`src/rtl/ysyx_22050535_exu_seq_pkg.sv`:
```
// Shared decode constants, FSM encoding and M-extension corner-case results for the execute unit.
// The MUL/DIV states exist only when YSYX_22050535_EXU_MDU_EN is defined.
package ysyx_22050535_exu_seq_pkg;

  localparam int XLEN_DEF = 32;

  localparam logic [6:0] OP_IMM = 7'b0010011;
  localparam logic [6:0] OP     = 7'b0110011;
  localparam logic [6:0] BRANCH = 7'b1100011;

  localparam logic [6:0] F7_BASE   = 7'b0000000;
  localparam logic [6:0] F7_ALT    = 7'b0100000;
  localparam logic [6:0] F7_MULDIV = 7'b0000001;

  localparam logic [2:0] F3_ADD  = 3'b000;
  localparam logic [2:0] F3_SLL  = 3'b001;
  localparam logic [2:0] F3_SLT  = 3'b010;
  localparam logic [2:0] F3_SLTU = 3'b011;
  localparam logic [2:0] F3_XOR  = 3'b100;
  localparam logic [2:0] F3_SR   = 3'b101;
  localparam logic [2:0] F3_OR   = 3'b110;
  localparam logic [2:0] F3_AND  = 3'b111;

  localparam logic [2:0] F3_BEQ  = 3'b000;
  localparam logic [2:0] F3_BNE  = 3'b001;
  localparam logic [2:0] F3_BLT  = 3'b100;
  localparam logic [2:0] F3_BGE  = 3'b101;
  localparam logic [2:0] F3_BLTU = 3'b110;
  localparam logic [2:0] F3_BGEU = 3'b111;

  localparam logic [2:0] F3_MUL    = 3'b000;
  localparam logic [2:0] F3_MULH   = 3'b001;
  localparam logic [2:0] F3_MULHSU = 3'b010;

  // Widest datapath is 64 bits; narrower builds take the low XLEN bits.
  localparam logic [63:0] DIV0_QUOT = 64'hFFFF_FFFF_FFFF_FFFF;
  localparam logic [63:0] OVF_REM   = 64'h0;

`ifdef YSYX_22050535_EXU_MDU_EN
  typedef enum logic [1:0] {
    ST_IDLE = 2'd0,
    ST_MUL  = 2'd1,
    ST_DIV  = 2'd2,
    ST_HOLD = 2'd3
  } state_e;
`else
  typedef enum logic [1:0] {
    ST_IDLE = 2'd0,
    ST_HOLD = 2'd3
  } state_e;
`endif

endpackage

```
`src/rtl/ysyx_22050535_exu_seq_mdu_iter.sv`:
```
// Iterative shift-add multiplier / restoring divider, one bit per cycle (YSYX_22050535_EXU_MDU_EN).
// start loads counter=XLEN; done is high the cycle after the last iteration; kill aborts.
`ifdef YSYX_22050535_EXU_MDU_EN
module ysyx_22050535_mdu_iter
  import ysyx_22050535_exu_seq_pkg::*;
#(
  parameter int XLEN  = XLEN_DEF,
  parameter int CNT_W = $clog2(XLEN) + 1
) (
  input  logic            clk,
  input  logic            rst_n,
  input  logic            kill,
  input  logic            start,
  input  logic [2:0]      func3,
  input  logic [XLEN-1:0] src1,
  input  logic [XLEN-1:0] src2,
  output logic            done,
  output logic [XLEN-1:0] result
);

  logic             busy;
  logic [CNT_W-1:0] cnt;
  logic [XLEN-1:0]  hi, lo, opd;
  logic [2:0]       f3;
  logic             neg_q, neg_r;

  logic            sa, sb, neg_a, neg_b;
  logic [XLEN-1:0] mag_a, mag_b;
  logic [XLEN:0]   mul_sum, div_sh, div_diff;
  logic            div_ok;
  logic [2*XLEN-1:0] prod, prod_fix;
  logic [XLEN-1:0] quot_fix, rem_fix;

  // Signedness per op: DIV/REM signed, MULH signed x signed, MULHSU signed x unsigned.
  always_comb begin
    if (func3[2]) begin
      sa = !func3[0];
      sb = !func3[0];
    end else begin
      sa = (func3 == F3_MULH) || (func3 == F3_MULHSU);
      sb = (func3 == F3_MULH);
    end
  end

  assign neg_a = sa && src1[XLEN-1];
  assign neg_b = sb && src2[XLEN-1];
  assign mag_a = neg_a ? (~src1 + 1'b1) : src1;
  assign mag_b = neg_b ? (~src2 + 1'b1) : src2;

  assign mul_sum  = {1'b0, hi} + (lo[0] ? {1'b0, opd} : {(XLEN+1){1'b0}});
  assign div_sh   = {hi, lo[XLEN-1]};
  assign div_diff = div_sh - {1'b0, opd};
  assign div_ok   = !div_diff[XLEN];

  always_ff @(posedge clk or negedge rst_n) begin
    if (!rst_n) begin
      busy  <= 1'b0;
      cnt   <= '0;
      hi    <= '0;
      lo    <= '0;
      opd   <= '0;
      f3    <= '0;
      neg_q <= 1'b0;
      neg_r <= 1'b0;
    end else if (kill) begin
      busy <= 1'b0;
      cnt  <= '0;
    end else if (start) begin
      busy  <= 1'b1;
      cnt   <= CNT_W'(XLEN);
      hi    <= '0;
      lo    <= mag_a;
      opd   <= mag_b;
      f3    <= func3;
      neg_q <= neg_a ^ neg_b;
      neg_r <= neg_a;
    end else if (busy) begin
      if (cnt != '0) begin
        cnt <= cnt - CNT_W'(1);
        if (f3[2]) begin
          hi <= div_ok ? div_diff[XLEN-1:0] : div_sh[XLEN-1:0];
          lo <= {lo[XLEN-2:0], div_ok};
        end else begin
          hi <= mul_sum[XLEN:1];
          lo <= {mul_sum[0], lo[XLEN-1:1]};
        end
      end else begin
        busy <= 1'b0;
      end
    end
  end

  assign done = busy && (cnt == '0);

  // Sign fix-up on the magnitude result.
  assign prod     = {hi, lo};
  assign prod_fix = neg_q ? (~prod + 1'b1) : prod;
  assign quot_fix = neg_q ? (~lo + 1'b1) : lo;
  assign rem_fix  = neg_r ? (~hi + 1'b1) : hi;

  always_comb begin
    if (f3[2])
      result = f3[1] ? rem_fix : quot_fix;
    else if (f3 == F3_MUL)
      result = prod_fix[XLEN-1:0];
    else
      result = prod_fix[2*XLEN-1:XLEN];
  end

endmodule
`endif

```
`src/rtl/ysyx_22050535_exu_seq.sv`:
```
// Registered execute unit (ALU, branch compare, optional M extension via YSYX_22050535_EXU_MDU_EN).
// Latency 1 (M ops XLEN+1); holds the result until out_ready, accepting nothing meanwhile.
module ysyx_22050535_exu_seq
  import ysyx_22050535_exu_seq_pkg::*;
#(
  parameter int XLEN    = XLEN_DEF,
  parameter int SHAMT_W = $clog2(XLEN),
  parameter int CNT_W   = $clog2(XLEN) + 1
) (
  input  logic            clk,
  input  logic            rst_n,
  input  logic            flush,
  input  logic            in_valid,
  output logic            in_ready,
  input  logic [XLEN-1:0] in_src1,
  input  logic [XLEN-1:0] in_src2,
  input  logic [XLEN-1:0] in_imm,
  input  logic [6:0]      in_opcode,
  input  logic [2:0]      in_func3,
  input  logic [6:0]      in_func7,
  output logic            out_valid,
  input  logic            out_ready,
  output logic [XLEN-1:0] out_result,
  output logic            out_branch_taken,
  output logic            out_illegal
);

  state_e state, state_n;

  logic            is_opimm, is_op, is_br, f7_base, f7_alt, f7_md, sr_alt;
  logic [XLEN-1:0] op_b, alu_res, sra_res;
  logic [SHAMT_W-1:0] shamt;
  logic            lt_s, lt_u, res_taken, res_illegal, m_iter, load_alu;

  assign is_opimm = (in_opcode == OP_IMM);
  assign is_op    = (in_opcode == OP);
  assign is_br    = (in_opcode == BRANCH);
  assign f7_base  = (in_func7 == F7_BASE);
  assign f7_alt   = (in_func7 == F7_ALT);
  assign f7_md    = (in_func7 == F7_MULDIV);

  assign op_b    = is_opimm ? in_imm : in_src2;
  assign shamt   = op_b[SHAMT_W-1:0];
  assign sr_alt  = is_opimm ? in_imm[10] : f7_alt;
  assign sra_res = $signed(in_src1) >>> shamt;
  assign lt_s    = $signed(in_src1) < $signed(op_b);
  assign lt_u    = in_src1 < op_b;

`ifdef YSYX_22050535_EXU_MDU_EN
  localparam logic [XLEN-1:0] XMIN = {1'b1, {(XLEN-1){1'b0}}};
  logic            div_zero, div_ovf, mdu_start, mdu_done, load_mdu;
  logic [XLEN-1:0] mdu_res;

  assign div_zero = in_func3[2] && (in_src2 == '0);
  assign div_ovf  = in_func3[2] && !in_func3[0] && (in_src1 == XMIN) && (in_src2 == '1);

  ysyx_22050535_mdu_iter #(.XLEN(XLEN), .CNT_W(CNT_W)) u_mdu (
    .clk    (clk),
    .rst_n  (rst_n),
    .kill   (flush),
    .start  (mdu_start),
    .func3  (in_func3),
    .src1   (in_src1),
    .src2   (in_src2),
    .done   (mdu_done),
    .result (mdu_res)
  );
`else
  localparam int cnt_w_unused = CNT_W;
`endif

  always_comb begin
    alu_res     = '0;
    res_taken   = 1'b0;
    res_illegal = 1'b0;
    m_iter      = 1'b0;
    case (in_func3)
      F3_ADD:  alu_res = (is_op && f7_alt) ? (in_src1 - op_b) : (in_src1 + op_b);
      F3_SLL:  alu_res = in_src1 << shamt;
      F3_SLT:  alu_res = {{(XLEN-1){1'b0}}, lt_s};
      F3_SLTU: alu_res = {{(XLEN-1){1'b0}}, lt_u};
      F3_XOR:  alu_res = in_src1 ^ op_b;
      F3_SR:   alu_res = sr_alt ? sra_res : (in_src1 >> shamt);
      F3_OR:   alu_res = in_src1 | op_b;
      default: alu_res = in_src1 & op_b;
    endcase
    if (is_br) begin
      alu_res = '0;
      case (in_func3)
        F3_BEQ:  res_taken = (in_src1 == in_src2);
        F3_BNE:  res_taken = (in_src1 != in_src2);
        F3_BLT:  res_taken = lt_s;
        F3_BGE:  res_taken = !lt_s;
        F3_BLTU: res_taken = lt_u;
        F3_BGEU: res_taken = !lt_u;
        default: res_illegal = 1'b1;
      endcase
    end else if (is_op && f7_md) begin
`ifdef YSYX_22050535_EXU_MDU_EN
      // Division corner cases finish in one cycle without the iterative engine.
      if (div_zero)
        alu_res = in_func3[1] ? in_src1 : DIV0_QUOT[XLEN-1:0];
      else if (div_ovf)
        alu_res = in_func3[1] ? OVF_REM[XLEN-1:0] : XMIN;
      else
        m_iter = 1'b1;
`else
      res_illegal = 1'b1;
`endif
    end else if (!(is_opimm || (is_op && (f7_base || f7_alt)))) begin
      res_illegal = 1'b1;
    end
    if (res_illegal)
      alu_res = '0;
  end

  always_ff @(posedge clk or negedge rst_n) begin
    if (!rst_n)
      state <= ST_IDLE;
    else
      state <= state_n;
  end

  always_comb begin
    state_n  = state;
    load_alu = 1'b0;
`ifdef YSYX_22050535_EXU_MDU_EN
    mdu_start = 1'b0;
    load_mdu  = 1'b0;
`endif
    if (flush) begin
      state_n = ST_IDLE;
    end else begin
      case (state)
        ST_IDLE: begin
          if (in_valid && in_ready) begin
`ifdef YSYX_22050535_EXU_MDU_EN
            if (m_iter) begin
              mdu_start = 1'b1;
              state_n   = in_func3[2] ? ST_DIV : ST_MUL;
            end else
`endif
            begin
              load_alu = 1'b1;
              state_n  = ST_HOLD;
            end
          end
        end
`ifdef YSYX_22050535_EXU_MDU_EN
        ST_MUL, ST_DIV: begin
          if (mdu_done) begin
            load_mdu = 1'b1;
            state_n  = ST_HOLD;
          end
        end
`endif
        ST_HOLD: if (out_ready) state_n = ST_IDLE;
        default: state_n = ST_IDLE;
      endcase
    end
  end

  always_ff @(posedge clk or negedge rst_n) begin
    if (!rst_n) begin
      out_result       <= '0;
      out_branch_taken <= 1'b0;
      out_illegal      <= 1'b0;
    end else if (load_alu) begin
      out_result       <= alu_res;
      out_branch_taken <= res_taken;
      out_illegal      <= res_illegal;
    end
`ifdef YSYX_22050535_EXU_MDU_EN
    else if (load_mdu) begin
      out_result       <= mdu_res;
      out_branch_taken <= 1'b0;
      out_illegal      <= 1'b0;
    end
`endif
  end

  assign out_valid = (state == ST_HOLD);
  assign in_ready  = (state == ST_IDLE) && !out_valid;

endmodule

```
`config.mk`:
```
export PLATFORM = sky130hd
export DESIGN_NAME = ysyx_22050535_exu_seq
export DESIGN_NICKNAME = d
export VERILOG_FILES = /design/src/rtl/ysyx_22050535_exu_seq_pkg.sv /design/src/rtl/ysyx_22050535_exu_seq_mdu_iter.sv /design/src/rtl/ysyx_22050535_exu_seq.sv
export SDC_FILE = /design/constraint.sdc
export NUM_CORES = 1
export LEC_CHECK = 0
export ABC_AREA = 1
export ABC_CLOCK_PERIOD_IN_PS = 1900
export CORE_UTILIZATION = 37
export CTS_CLUSTER_SIZE = 30
export DETAILED_ROUTE_END_ITERATION = 7
export MAX_ROUTING_LAYER = met4
export PLACE_DENSITY = 0.59
export SYNTH_ARGS = -nofsm -noshare
export SYNTH_HDL_FRONTEND = slang
export SYNTH_SLANG_ARGS = --single-unit
```
`constraint.sdc`:
```
create_clock -name clk -period 1.9 [get_ports clk]
set_input_delay 0.285 -clock clk [delete_from_list [all_inputs] [get_ports clk]]
set_output_delay 0.285 -clock clk [all_outputs]
set_load 0.1 [all_outputs]
```
Word-level counts from Yosys, hierarchy flattened:

Index checks and enable logic that the tools add are counted.

* $add $sub $neg: 2
* multiply operators: 0
* div/mod/pow operators: 0
* $lt $le $gt $ge: 2
* equality and inequality tests: 17
* shift-type cells: 3
* muxes and demuxes: 20
* bitwise operators: 3
* reductions and logical operators: 15

Operators with widths (number)
* case mux 32 bit (7 select lines): 1
* 2-to-1 mux 32 bit: 5
* less-than comparator 32 bit: 2
* adder 32 bit: 1
* bitwise AND 32 bit: 1
* == test 32 bit: 1
* inequality test 32 bit: 1
* OR 32 bit: 1
* << shifter 32 x 5 -> 32 bit: 1
* >> shifter 32 x 5 -> 32 bit: 1
* >>> shifter 32 x 5 -> 32 bit: 1
* subtractor 32 bit: 1
* bitwise XOR 32 bit: 1
* == test 7 x 6 -> 1 bit (second input constant): 2
* == test 3 bit (second input constant): 4
* 2-to-1 mux 1 bit: 9
* == test 7 x 1 -> 1 bit (second input constant): 1
* == test 7 x 5 -> 1 bit (second input constant): 1
* == test 7 bit (second input constant): 1
* logical NOT 7 bit: 1
* == test 3 x 2 -> 1 bit (second input constant): 2
* 2-to-1 mux 2 bit: 3
* case mux 1 bit (6 select lines): 1
* OR reduction 6 bit: 1
* other kinds (11): 18

* register bits: 36
* latch bits: 0
* bits in writable memories: 0
* memory bits (read-only): 0
* bits of input ports: 118
* output and inout port bits: 36
* word-level logic and storage cells: 66
* memories kept: 0

Depth between registers and ports, before layout:

* word-level depth: 8
* mapped depth: 28
* gate-level depth less buffers: 26

Worst setup path before layout:

No wires, ideal clock.

* path type: input to register
* from: input port in_opcode[2]
* to: register out_result[31]
* arrival time: 3.044 ns
* slack: -1.263 ns
* stages on the path: 26
* path buffers: 3
* path through: inv_1 -> nand2_2 -> nor2_8 -> nand2_4 -> buf_2 -> clkbuf_1 -> nand2_1 -> o21ai_0 -> inv_1 -> ha_1 -> clkbuf_1 -> inv_1 -> o21ai_0 -> inv_1 -> o21ai_0 -> a21oi_1 -> o21ai_0 -> nand2_1 -> nand2_1 -> nand4_1 -> nand4_1 -> nand3_1 -> nand3_1 -> nand2_1 -> nand2_1 -> nand2_1

* cells in the longest elaborated chain, start to end: 7
* elaborated cells on any way between the ends: 25
* classes of those cells: 2 x add/sub; 3 x eq/ne; 3 x shift; 10 x mux; 3 x bitwise; 4 x reduce/logical

RTL lines
* start, declared: RTL line ysyx_22050535_exu_seq.sv:18 `input logic [6:0] in_opcode,`
* == test 7 x 5 -> 1 bit / == test 7 x 6 -> 1 bit (equally long branches): RTL line ysyx_22050535_exu_seq.sv:35, ysyx_22050535_exu_seq.sv:36
* 2-to-1 mux 32 bit / logical AND 1 bit (equally long branches): RTL line ysyx_22050535_exu_seq.sv:42, ysyx_22050535_exu_seq.sv:110
* adder 32 bit, or another cell as far along: RTL line ysyx_22050535_exu_seq.sv:78 `F3_ADD: alu_res = (is_op && f7_alt) ? (in_src1 - op_b) : (in_src1 + op_b);`
* 2-to-1 mux 32 bit, or another cell as far along: RTL line ysyx_22050535_exu_seq.sv:78
* case mux 32 bit (7 select lines) / 2-to-1 mux 1 bit (equally long branches): RTL line ysyx_22050535_exu_seq.sv:77, ysyx_22050535_exu_seq.sv:98
* 2-to-1 mux 32 bit / 2-to-1 mux 1 bit (equally long branches): RTL line ysyx_22050535_exu_seq.sv:87 `if (is_br) begin`
* 2-to-1 mux 32 bit (*): RTL line ysyx_22050535_exu_seq.sv:113 `if (res_illegal)`
* end signal, assigned: RTL line ysyx_22050535_exu_seq.sv:169 `out_result <= alu_res;`
* end, declared: RTL line ysyx_22050535_exu_seq.sv:23 `output logic [XLEN-1:0] out_result,`

Every way passes the cells marked *; elsewhere a longest branch is shown, timed or not.
A chain may end at the register's enable or synchronous reset.

Worst setup path after layout:

* from: input port in_opcode[3]
* to: register out_result[0]

The elaborated chain is that of the path after synthesis.

==> qor.csv <==
metric;value;unit
Seq/Total Area, Yosys;0.0758;
number of synthesized flops with an enable pin;0;
Slew Limit Fails;0;
CTS buffer count;5;
Commonest cells post-synth;711 x nand2_1, 285 x inv_1, 215 x nand3_1;
drt pass-1 iters;6;
drt wl/cell;22.2;µm
maximum clock frequency;0.319;GHz
HP Class;in -> async;
Fin Hold WS;0.469;ns
Critical Path Fanout Max;5;
clk sinks;35;
Unique masters post-synth;53;
number of global-route vias before repair;17800;
Setup Skew;0.00506;ns
nets@finish;3153;
Routed Antenna Nets;0;
Reg clk slew, reported paths;0.06;ns
Root Driver;clkbuf_16;
final RePlAce weighted congestion;1.08;
Initial Util;0.377;
Tmin final;3.14;ns
share of cells above drive strength 1;0.362;
H-tree depth;2;
via/cell ratio;5.67;
area occupied by multi-input gates;10700;µm²
die width;179;µm
synth top area cells;nand2_1 23%, ha_1 9.9%, nand3_1 9.3%;
CTS tree;done;
leakage power;0.0104;µW
RSZ-0062 raised after global routing;true;
# fillers;2827;
GRT overflow;0;
die area;31900;µm²
placed cell area;18200;µm²
final hold violations;0;
share of synthesized registers carrying an async set or reset;1.00;
PwrDens;373;nW/µm²
Worst setup SP type;input pin;
Global Route Usage Sum;0.460;
vias;18900;
Max Cap Viol;0;
final setup fails;33;
initial antenna violation count;0;
io pins;154;
clk buf depth;2;
WL final;74.1;mm
Port Buffer Count;153;
Slew headroom;0.555;
syn_nets;2443;
Main synth FF type;dfrtp_1;
Slew @ Worst Pin;0.661;ns
DIE HEIGHT;179;µm
Post-Route Utilization;0.658;
Design Area, Final;20200;µm²
FF/Latch Area;880;µm²
crit path DAT;3.31;ns
min setup slack post-route;-1.24;ns
post-synthesis cell count;2233;
clock latency on the worst-skew pair;0.29;ns
Yosys top cell area share;0.231;
first-pass GRT wire length;106;mm
Core Box Area;30700;µm²
largest net degree at the start of global routing;38;
Final Cycle Share;1.65;
DRC;0;
count leader, synth;nand2_1;
leading area contributor after synthesis;nand2_1;
DP HPWL;59.3;mm
CP Data Required Time;2.07;ns
# rows;64;
Layout area overhead;74.6;%
Max VDD drop;283;µV
Yosys reg bits;35;
diodes inserted;0;
Synth Cell Area;11600;µm²
kind of critical path;in -> reg;
failing checks;negative setup slack;
status;finished, violations left;
DRT iter0 DRCs;2279;
Crit. End Element;flip-flop;
mean area per synthesized cell;5.18;µm²
Yosys warning total;0;
## registers in the layout, summed over array words and instances, names as in the netlist
| register | flops |
|---|---|
| out_result | 32 |
| out_branch_taken | 1 |
| out_illegal | 1 |
| state | 1 |
## where the power goes
group	internal (µW)	switching (µW)	leakage, µW
Sequential	757	7.77	0.000484
Combinational	2540	3230	0.00985
Clock	619	357	0.0000838
## kinds of logic (layout without fill, tap and decap cells)
| logic type | count (synthesis) | in the layout | share of synthesized area |
|---|---|---|---|
| XOR/XNOR | 31 | 31 | 0.0235 |
| adder cells (fa/ha/maj) | 92 | 92 | 0.100 |
| flip-flops | 35 | 35 | 0.0758 |
| AND/OR/NAND/NOR | 1217 | 1219 | 0.437 |
| multiplexers | 8 | 8 | 0.00693 |
| AO/OA/AOI/OAI | 457 | 457 | 0.222 |
| buffers and inverters | 393 | 1102 | 0.135 |
## stage by stage
| stage | power (µW) | instances | setup WS (ns) | TNS [ns] |
|---|---|---|---|---|
| 2_1_floorplan | 3130 | 2233 | -0.852 | -23.52 |
| 3_3_place_gp | 5690 | 3300 | -2.01 | -58.61 |
| 3_5_place_dp | 5720 | 3300 | -2.00 | -59.06 |
| 4_1_cts | 7040 | 3326 | -1.11 | -32.00 |
| 5_1_grt | 7870 | 3340 | -1.31 | -36.62 |
| 6_report | 7520 | 3340 | -1.24 | -32.71 |
## cells in the final DEF, fill, tap and decap left out, drive strengths merged, types with 3 or more instances in the layout
| cell | n |
|---|---|
| nor4 | 5 |
| nand2 | 721 |
| o21ai | 222 |
| nor3 | 27 |
| clkbuf | 12 |
| a211oi | 6 |
| xor2 | 6 |
| ha | 91 |
| mux2i | 8 |
| o2111ai | 6 |
| clkdlybuf4s50 | 109 |
| a21oi | 138 |
| o221ai | 8 |
| inv | 291 |
| o22ai | 9 |
| a21boi | 3 |
| nor2 | 217 |
| or2 | 14 |
| and3 | 3 |
| a31oi | 6 |
| xnor2 | 25 |
| a221oi | 3 |
| o21a | 11 |
| o211ai | 32 |
| dfrtp | 35 |
| buf | 683 |
| nand3 | 216 |
| nand4 | 13 |
| a21o | 5 |
## routing by layer
layer,up-vias,track usage,wire (µm)
met5,-,-,0
met4,0,0.212,4870
met3,259,0.0712,7440
met2,1105,0.705,32200
met1,8896,0.591,29600
li1,8684,-,-
## timing repair
item / CTS / global route
hold buffers: 1 / 0
endpoints found under the hold margin: 11 / 0
gates resized for setup: 253 / 167
setup buffers: 14 / 11
pin swaps: 46 / 52
setup endpoints to repair: 34 / 34
cloned: 4 / 5
## area by class of cell
class / instances / area share
Multi-Input combinational cell: 1807 / 0.532
Timing Repair Buffer: 801 / 0.335
Inverter: 293 / 0.0567
Sequential cell: 35 / 0.0436
Tap cell: 396 / 0.0246
Clock buffer: 5 / 0.00620
Clock inverter: 3 / 0.00217
## worst paths after layout
path / slack [ns] / from / end / cells past startpoint
max: -1.24 / in_opcode[3] / out_result[0]$_DFFE_PN0P_ / 24
min in group clk: 0.48 / out_result[3]$_DFFE_PN0P_ / out_result[3]$_DFFE_PN0P_ / 2
max reg2reg: 0.10 / state[0]$_DFFE_PN0P_ / out_result[7]$_DFFE_PN0P_ / 8
min reg2reg: 0.48 / out_result[3]$_DFFE_PN0P_ / out_result[3]$_DFFE_PN0P_ / 2
min: 0.47 / rst_n / out_result[5]$_DFFE_PN0P_ / 2
max in group asynchronous: 0.94 / rst_n / state[0]$_DFFE_PN0P_ / 3
## worst max-delay path: stages
cell     delay, ns
buf_12        0.12
inv_16        0.05
nand2_8       0.04
nor2_8        0.17
nand2_4       0.16
buf_12        0.19
nand2_1       0.10
o21ai_4       0.08
inv_1         0.13
ha_4          0.22
buf_4         0.16
nor2_1        0.11
inv_1         0.09
nor2_1        0.13
inv_1         0.10
o21ai_2       0.20
a31oi_1       0.13
buf_4         0.19
nand3_1       0.10
nand2_1       0.10
nand2_1       0.07
nand4_1       0.13
nand2_2       0.16
nand2_1       0.08
(Power assumes the default switching activity.)
